==> src/rtl/vertex_sequencer.sv <==
// Vertex sequencer: walks a line-list vertex memory once per frame, pushes the
// camera pose and then each vertex through an external transform engine, culls
// segments with an off-screen endpoint and streams the rest to a line drawer.
module vertex_sequencer #(
   parameter int NUM_VERTS = 24,
   parameter int ADDR_W    = 8
) (
   input  logic              clock,
   input  logic              reset,
   input  logic              frame_start,
   input  logic [31:0]       cam_roll,
   input  logic [31:0]       cam_pitch,
   input  logic [31:0]       cam_yaw,
   input  logic [31:0]       cam_x,
   input  logic [31:0]       cam_y,
   input  logic [31:0]       cam_z,
   output logic [ADDR_W-1:0] vtx_addr,
   input  logic [95:0]       vtx_data,
   output logic              mvp_start,
   output logic              mvp_update_mvp,
   output logic [31:0]       mvp_roll,
   output logic [31:0]       mvp_pitch,
   output logic [31:0]       mvp_yaw,
   output logic [31:0]       mvp_x,
   output logic [31:0]       mvp_y,
   output logic [31:0]       mvp_z,
   input  logic              mvp_done,
   input  logic [31:0]       mvp_ox,
   input  logic [31:0]       mvp_oy,
   output logic              line_valid,
   input  logic              line_ready,
   output logic [9:0]        line_x0,
   output logic [8:0]        line_y0,
   output logic [9:0]        line_x1,
   output logic [8:0]        line_y1,
   output logic              busy,
   output logic              frame_done,
   output logic [15:0]       drop_count
);

   typedef enum logic [3:0] {
      IDLE       = 4'd0,
      UPD_START  = 4'd1,
      UPD_WAIT   = 4'd2,
      FETCH      = 4'd3,
      FETCH_WAIT = 4'd4,
      XF_START   = 4'd5,
      XF_WAIT    = 4'd6,
      STORE      = 4'd7,
      EMIT       = 4'd8,
      DONE       = 4'd9
   } state_t;

   localparam logic [ADDR_W-1:0] LAST_IDX = ADDR_W'(NUM_VERTS - 1);
   localparam logic [ADDR_W-1:0] ONE_IDX  = ADDR_W'(1);

   // The screen is 640x480; the engine output is a signed 32-bit integer, so a
   // negative coordinate (e.g. 32'hFFFFFFFF) must be rejected, not wrapped.
   function automatic logic on_screen(input logic [31:0] ox, input logic [31:0] oy);
      logic signed [31:0] sx;
      logic signed [31:0] sy;
      sx = ox;
      sy = oy;
      return (sx >= 32'sd0) && (sx <= 32'sd639) && (sy >= 32'sd0) && (sy <= 32'sd479);
   endfunction

   state_t            state_r;
   logic [ADDR_W-1:0] index_r;
   logic [31:0]       pose_roll_r;
   logic [31:0]       pose_pitch_r;
   logic [31:0]       pose_yaw_r;
   logic [31:0]       pose_x_r;
   logic [31:0]       pose_y_r;
   logic [31:0]       pose_z_r;
   logic [9:0]        ep0_x_r;
   logic [8:0]        ep0_y_r;
   logic              ep0_on_r;
   logic [9:0]        cur_x_r;
   logic [8:0]        cur_y_r;
   logic              cur_on_r;
   logic              last_vtx_s;

   // The memory address is the vertex index itself, already a register.
   assign vtx_addr   = index_r;
   assign last_vtx_s = (index_r == LAST_IDX);

   // Frame sequencing FSM; every output it drives is a register.
   always_ff @(posedge clock) begin
      if (reset) begin
         state_r        <= IDLE;
         index_r        <= '0;
         pose_roll_r    <= 32'd0;
         pose_pitch_r   <= 32'd0;
         pose_yaw_r     <= 32'd0;
         pose_x_r       <= 32'd0;
         pose_y_r       <= 32'd0;
         pose_z_r       <= 32'd0;
         ep0_x_r        <= 10'd0;
         ep0_y_r        <= 9'd0;
         ep0_on_r       <= 1'b0;
         cur_x_r        <= 10'd0;
         cur_y_r        <= 9'd0;
         cur_on_r       <= 1'b0;
         mvp_start      <= 1'b0;
         mvp_update_mvp <= 1'b0;
         mvp_roll       <= 32'd0;
         mvp_pitch      <= 32'd0;
         mvp_yaw        <= 32'd0;
         mvp_x          <= 32'd0;
         mvp_y          <= 32'd0;
         mvp_z          <= 32'd0;
         line_valid     <= 1'b0;
         line_x0        <= 10'd0;
         line_y0        <= 9'd0;
         line_x1        <= 10'd0;
         line_y1        <= 9'd0;
         busy           <= 1'b0;
         frame_done     <= 1'b0;
         drop_count     <= 16'd0;
      end else begin
         case (state_r)
            IDLE: begin
               frame_done <= 1'b0;
               if (frame_start) begin
                  pose_roll_r  <= cam_roll;
                  pose_pitch_r <= cam_pitch;
                  pose_yaw_r   <= cam_yaw;
                  pose_x_r     <= cam_x;
                  pose_y_r     <= cam_y;
                  pose_z_r     <= cam_z;
                  index_r      <= '0;
                  drop_count   <= 16'd0;
                  busy         <= 1'b1;
                  state_r      <= UPD_START;
               end else begin
                  busy         <= 1'b0;
               end
            end

            UPD_START: begin
               if (mvp_done) begin
                  mvp_start      <= 1'b1;
                  mvp_update_mvp <= 1'b1;
                  mvp_roll       <= pose_roll_r;
                  mvp_pitch      <= pose_pitch_r;
                  mvp_yaw        <= pose_yaw_r;
                  mvp_x          <= pose_x_r;
                  mvp_y          <= pose_y_r;
                  mvp_z          <= pose_z_r;
                  state_r        <= UPD_WAIT;
               end else begin
                  state_r        <= UPD_START;
               end
            end

            // mvp_start is high only in the first wait cycle, when the engine
            // has not yet dropped mvp_done, so that cycle's done is ignored.
            UPD_WAIT: begin
               if (mvp_start) begin
                  mvp_start      <= 1'b0;
               end else if (mvp_done) begin
                  mvp_update_mvp <= 1'b0;
                  state_r        <= FETCH;
               end else begin
                  state_r        <= UPD_WAIT;
               end
            end

            FETCH: begin
               state_r <= FETCH_WAIT;
            end

            // Read data for the address shown in FETCH is valid now.
            FETCH_WAIT: begin
               mvp_x   <= vtx_data[95:64];
               mvp_y   <= vtx_data[63:32];
               mvp_z   <= vtx_data[31:0];
               state_r <= XF_START;
            end

            XF_START: begin
               if (mvp_done) begin
                  mvp_start      <= 1'b1;
                  mvp_update_mvp <= 1'b0;
                  state_r        <= XF_WAIT;
               end else begin
                  state_r        <= XF_START;
               end
            end

            // Same first-cycle blanking as UPD_WAIT; the result is captured in
            // the very cycle mvp_done comes back.
            XF_WAIT: begin
               if (mvp_start) begin
                  mvp_start <= 1'b0;
               end else if (mvp_done) begin
                  cur_x_r   <= mvp_ox[9:0];
                  cur_y_r   <= mvp_oy[8:0];
                  cur_on_r  <= on_screen(mvp_ox, mvp_oy);
                  state_r   <= STORE;
               end else begin
                  state_r   <= XF_WAIT;
               end
            end

            STORE: begin
               if (!index_r[0]) begin
                  ep0_x_r  <= cur_x_r;
                  ep0_y_r  <= cur_y_r;
                  ep0_on_r <= cur_on_r;
                  index_r  <= index_r + ONE_IDX;
                  state_r  <= FETCH;
               end else if (ep0_on_r && cur_on_r) begin
                  line_x0    <= ep0_x_r;
                  line_y0    <= ep0_y_r;
                  line_x1    <= cur_x_r;
                  line_y1    <= cur_y_r;
                  line_valid <= 1'b1;
                  state_r    <= EMIT;
               end else begin
                  if (drop_count != 16'hFFFF) begin
                     drop_count <= drop_count + 16'd1;
                  end else begin
                     drop_count <= drop_count;
                  end
                  if (last_vtx_s) begin
                     frame_done <= 1'b1;
                     state_r    <= DONE;
                  end else begin
                     index_r    <= index_r + ONE_IDX;
                     state_r    <= FETCH;
                  end
               end
            end

            // Payload registers are untouched here, so they hold while stalled.
            EMIT: begin
               if (line_ready) begin
                  line_valid <= 1'b0;
                  if (last_vtx_s) begin
                     frame_done <= 1'b1;
                     state_r    <= DONE;
                  end else begin
                     index_r    <= index_r + ONE_IDX;
                     state_r    <= FETCH;
                  end
               end else begin
                  state_r <= EMIT;
               end
            end

            DONE: begin
               frame_done <= 1'b0;
               busy       <= 1'b0;
               state_r    <= IDLE;
            end

            default: begin
               mvp_start  <= 1'b0;
               line_valid <= 1'b0;
               frame_done <= 1'b0;
               busy       <= 1'b0;
               state_r    <= IDLE;
            end
         endcase
      end
   end

endmodule

==> config.mk <==
export PLATFORM = sky130hd
export DESIGN_NAME = vertex_sequencer
export DESIGN_NICKNAME = d
export VERILOG_FILES = /design/src/rtl/vertex_sequencer.sv
export SDC_FILE = /design/constraint.sdc
export NUM_CORES = 1
export LEC_CHECK = 0
export BUFFER_PORTS_ARGS = -buffer_cell sky130_fd_sc_hd__buf_2
export CORE_AREA = 2 2 237 239
export DETAILED_ROUTE_END_ITERATION = 12
export DIE_AREA = 0 0 239 241
export RECOVER_POWER = 100
export SYNTH_ARGS = -nofsm -noshare
export SYNTH_HDL_FRONTEND = slang
export SYNTH_SLANG_ARGS = --single-unit
==> constraint.sdc <==
create_clock -name clock -period 6.3 [get_ports clock]
set_clock_uncertainty 0.1 [all_clocks]
set_input_delay 1.26 -clock clock [delete_from_list [all_inputs] [get_ports clock]]
set_output_delay 1.26 -clock clock [all_outputs]
set_load 0.02 [all_outputs]
# Word level (Yosys, flattened, before mapping)
# Cells that the tools add are included.
# word_totals
ff_bits	495
in_bits	357
output_inout_bits	259
word_cells	140
# op_classes
n_eq_ne	24
addsub	2
n_mux	46
bitwise	5
magnitude_cmp	4
reduce_logical	28
# op_table
op	n
$pmux 32 s2	3
$mux 32	3
$ge 32x1->1 const B	2
$mux 16	4
$mux 8	6
$pmux 4 s9	1
$le 32x10->1 const B	1
$le 32x11->1 const B	1
$pmux 16 s2	1
$mux 4	7
$pmux 8 s3	1
$ne 2x2->1 const B	10
$add 16x1->16 const B	1
$eq 4x3->1 const B	4
$ne 16x16->1 const B	1
$reduce_or 8->1	2
$mux 1	13
$reduce_and 3->1	4
$reduce_and 4->1	3
$reduce_or 6->1	2
$reduce_and 2->1	5
$pmux 1 s3	3
$add 8x1->8 const B	1
$eq 4x2->1 const B	2
15 further kinds	28

# Depth between registers and ports, before layout
# logic_depth
depth_word	5
depth_mapped	9
mapped_depth_nobuf	6

# Worst setup path before layout
# OpenSTA, ideal clock, no wires.
# synth_path
path_type	input to register
from	input port line_ready
to	register index_r[6] (netlist: vtx_addr[6])
setup_slack_ps	3639
arrival_time_ps	2490
required_time_ps	6129
cell_stages	5
setup_ps	71
cell_sequence	o21ai_0 a221o_1 buf_2 or4b_1 a21oi_1
# synth_via
elab_chain_len	2
# synth_lines
element	line	source
start: declaration	31	input logic line_ready,
$ne 2x2->1 (no source line)	--	
$reduce_and 6->1 (no source line)	--	
end signal: assignment	211	index_r <= index_r + ONE_IDX;
end signal: assignment	230	index_r <= index_r + ONE_IDX;
end signal: assignment	244	index_r <= index_r + ONE_IDX;
end: declaration	68	logic [ADDR_W-1:0] index_r;
# Every way passes these cells.
# A chain may end at the register's enable or synchronous reset.

# Worst setup path in the final report
# layout_path
from	register state_r[0]
to	register pose_yaw_r[23]
# layout_via
elab_chain_len	2
# layout_lines
element	line	source
start: declaration	67	state_t state_r;
start signal: assignment	90	state_r <= IDLE;
start signal: assignment	134	state_r <= UPD_START;
start signal: assignment	150	state_r <= UPD_WAIT;
$logic_not 4->1	121	case (state_r)
$reduce_and 2->1 (no source line)	--	
end signal: assignment	127	pose_yaw_r <= cam_yaw;
end: declaration	71	logic [31:0] pose_yaw_r;
# Every way passes these cells.

==> summary.md <==
| Metric | Value |
|---|---|
| Yosys cell types | 46 |
| Final antenna-violating net count | 0 |
| Post-DP HPWL | 41.8 mm |
| Post-cts resize count | 0 |
| Switching part of the total | 0.258 |
| Relative slew margins | -1.53 |
| Final setup margin | between 1500 and 2000 ps |
| Worst Tran Pin Value | 3790 ps |
| Post-place setup slack | roughly 2800 ps |
| Die Wd | 239 um |
| Io pins | 616 |
| Die H | 241 um |
| DP Area | 21500 um^2 |
| Uppermost routed layer | met5 |
| Total setup buffers inserted after CTS | 0 |
| Flop pwr share | 0.463 |
| DRC violations left | 0 |
| Vias after detailed routing | 17671 |
| Worst Hold Class | flop to flop |
| CP Data Required Time | 6720 ps |
| Synth Flop Type | dfxtp_1 |
| Maximum buffer depth of the clock tree | 3 |
| Clk sinks | 495 |
| Cts hold-fix bufs | 0 |
| Synth Area in Simple Gates | 0.214 |
| Htree depth | 2 |
| Clock root cell | clkbuf_16 |
| Failing checks | capacitance limit, slew limit |
| Number of synthesized flops with an enable pin | 0 |
| Via-per-instance ratio | about 5 |
| Most common cell in the netlist | nand2_1 |
| Nature of the critical path endpoint | flop |
| GRT Util Overall | 0.199 |
| Starting density of the core | 0.328 |
| Die area | 57600 um^2 |
| Fin crit share | 0.710 |
| Async S/R FF share, synth | 0 |
| Core box area | around 55000 um^2 |
| Vias in the first global route | 16643 |
| Logic pwr share | 0.096 |
| Multiplexer share of the synthesized area | 0 |
| Setup total negative slack | 0 ps |
| Share of the synthesized area in the top cell type | 0.551 |
| CTS Buf Count | 52 |
| Leakage | 8.29 nW |
| MaxCap Viol Count | 3 |
| Register clock-pin slew on the reported worst setup and hold paths | 60 ps |
| Pwr/cell area | 315 nW/um^2 |
| Fraction of layout cells with a size suffix above 1 | 0.167 |
| Seq cells post-synth | between 400 and 500 |
| Syn_nets | about 2600 |
| Clk_lat worst skew | around 600 ps |
| Adder-cell area share of the yosys netlist | 0.00139 |
| Status | complete, but fails checks |
| Worst vdd ir | approximately 0.0002 V |
| Number of I/O port buffers | 615 |
| Xor and xnor fraction of the mapped netlist area | 0.00438 |
| Largest net degree at the start of global routing | around 240 |
| Initial DRC count | 1012 |
| Max-slew violations | 322 |
| Met2 Wirelength | 30.7 mm |
| Internal power | 5.36 mW |
| Nets | 3137 |
| First-pass GRT wire length | 91.6 mm |
| Startpoint Class | flop |
| Initial antenna violation count | 11 |
| Final core occ | 0.418 |
| CTS tree | done |
| Final Cell Area | 22900 um^2 |
| WL met3 | 4.56 mm |
| Crit-path max FO | 73 |
| Area grow syn2layout | 27.5% |
| Global route overflow | 0 |
| Synth top area cells | dfxtp_1 (55%), nand2_1 (18%), a21oi_1 (14%) |
| Unrepaired setup endpoints after global routing | no |
| DRT Wirelength | approximately 62 mm |
| CP Class | flop to flop |
| Mapped Area | 18000 um^2 |
| Endpoints failing setup | 0 |
| Cell count after synthesis | 2270 |
| Yosys warns | 0 |
| Tmin final | 4470 ps |
| Compound-cell area share of the yosys netlist | 0.191 |
| Sequential cell area fraction in the yosys report | 0.551 |
| Crit path DAT | 4890 ps |
| Biggest area consumer among synthesized cells | dfxtp_1 |
| Largest family of logic cells by synthesized area | simple AND/OR/NAND/NOR gates |
| Wl on met1 | 24.8 mm |
| # fillers | 5796 |
| Rows | 86 |
| Final Hold Vio Count | 0 |
| Commonest cells in the netlist | nand2_1 (854), dfxtp_1 (495), a21oi_1 (486) |
| Net Sw Power | 1.86 mW |
| Routed wire per std cell | approximately 18 um |
| Max Clock Freq | 0.224 GHz |
| Routability cong. | 0.872 |
| DRT Pass-1 Iters | 5 |
| Post-Synthesis Mean Instance Area | 7.92 um^2 |
| Clk pwr share | 0.440 |
-- per-layer routing --
| metal | vias up | track usage |
|---|---|---|
| li1 | 8610 | - |
| met1 | 8353 | 0.241 |
| met2 | 586 | 0.338 |
| met3 | 114 | 0.0568 |
| met4 | 8 | 0.0714 |
| met5 | - | 0 |
-- critical path: stages (launching register included) --
cell and delay (ps):
dfxtp_1 460, or3_1 570, nor2_4 150, clkbuf_1 1740
buf_4 920, nand2_1 180, a21oi_1 160
-- through the flow --
stage | hold slack [ps] | power [mW] | instances
2_1_floorplan | 332 | 3.81 | 2270
3_3_place_gp | 336 | 4.11 | 3428
3_5_place_dp | 344 | 4.12 | 3428
4_1_cts | 353 | 7.31 | 3524
5_1_grt | 360 | 7.50 | 3531
6_report | 349 | 7.22 | 3532
-- sequential cells by signal, indices dropped and copies added, names as in the netlist, 16 cells and up --
register / flops
mvp_y: 32
drop_count: 16
pose_pitch_r: 32
pose_roll_r: 32
pose_y_r: 32
mvp_yaw: 32
mvp_roll: 32
pose_x_r: 32
mvp_pitch: 32
pose_z_r: 32
mvp_x: 32
pose_yaw_r: 32
mvp_z: 32
-- power by group through the flow --
stage	Sequential [mW]	Combinational, mW	Clock, mW
after global placement	3.41	0.699	0
final	3.35	0.697	3.18
after detailed placement	3.41	0.709	0
after global routing	3.36	0.769	3.38
after CTS	3.34	0.712	3.25
after floorplan	3.44	0.375	0
-- layout make-up --
cell class	instances	area, um^2	share of cell area
timing repair buffer	631	2890	0.126
clock inverter	21	246	0.0107
sequential	495	9910	0.432
tap	704	881	0.0384
antenna	8	20.0	0.000873
multi-input combinational	1596	7440	0.324
clock buffer	75	1550	0.0675
inverter	2	7.51	0.000327
-- worst paths after layout --
check                        end           from  depth (start not counted)  slack (ps)
hold / removal        mvp_yaw[8]  pose_yaw_r[8]                          2         350
setup reg to reg  pose_yaw_r[23]     state_r[0]                          6        1830
hold reg to reg       mvp_yaw[8]  pose_yaw_r[8]                          2         350
setup / recovery  pose_yaw_r[23]     state_r[0]                          6        1830
-- kinds of logic (layout without fill, tap and decap cells) --
logic type                 after synthesis  after routing
DFF                                    495            495
buffers and inverters                  179            729
adders and majority gates                2              2
AOI/OAI and AO/OA                      622            622
other                                    0              8
xor gates and xnor gates                 9              9
and+or+nand+nor                        963            963
-- layout by cell type, fill, tap and decap left out, drive strengths merged, types with 3 or more instances in the layout --
cell type  netlist  final
or4b             3      3
xor2             4      4
xnor2            5      5
nor4bb           3      3
a21oi          486    486
or3              5      5
or4              9      9
clkinvlp         0      3
clkinv           0     12
nand3           10     10
dfxtp          495    495
o211ai           7      7
nor2b            3      3
diode            0      8
nand2b           6      6
clkbuf         166    338
nor4            12     12
a22oi           98     98
nor3             8      8
o21ai           13     13
and2             6      6
bufinv           0      4
inv              2      4
o31ai            3      3
o2111ai          4      4
nand2          854    854
or2              3      3
nor2            25     25
nand4            8      8
buf             11    368
(Power assumes the default switching activity.)
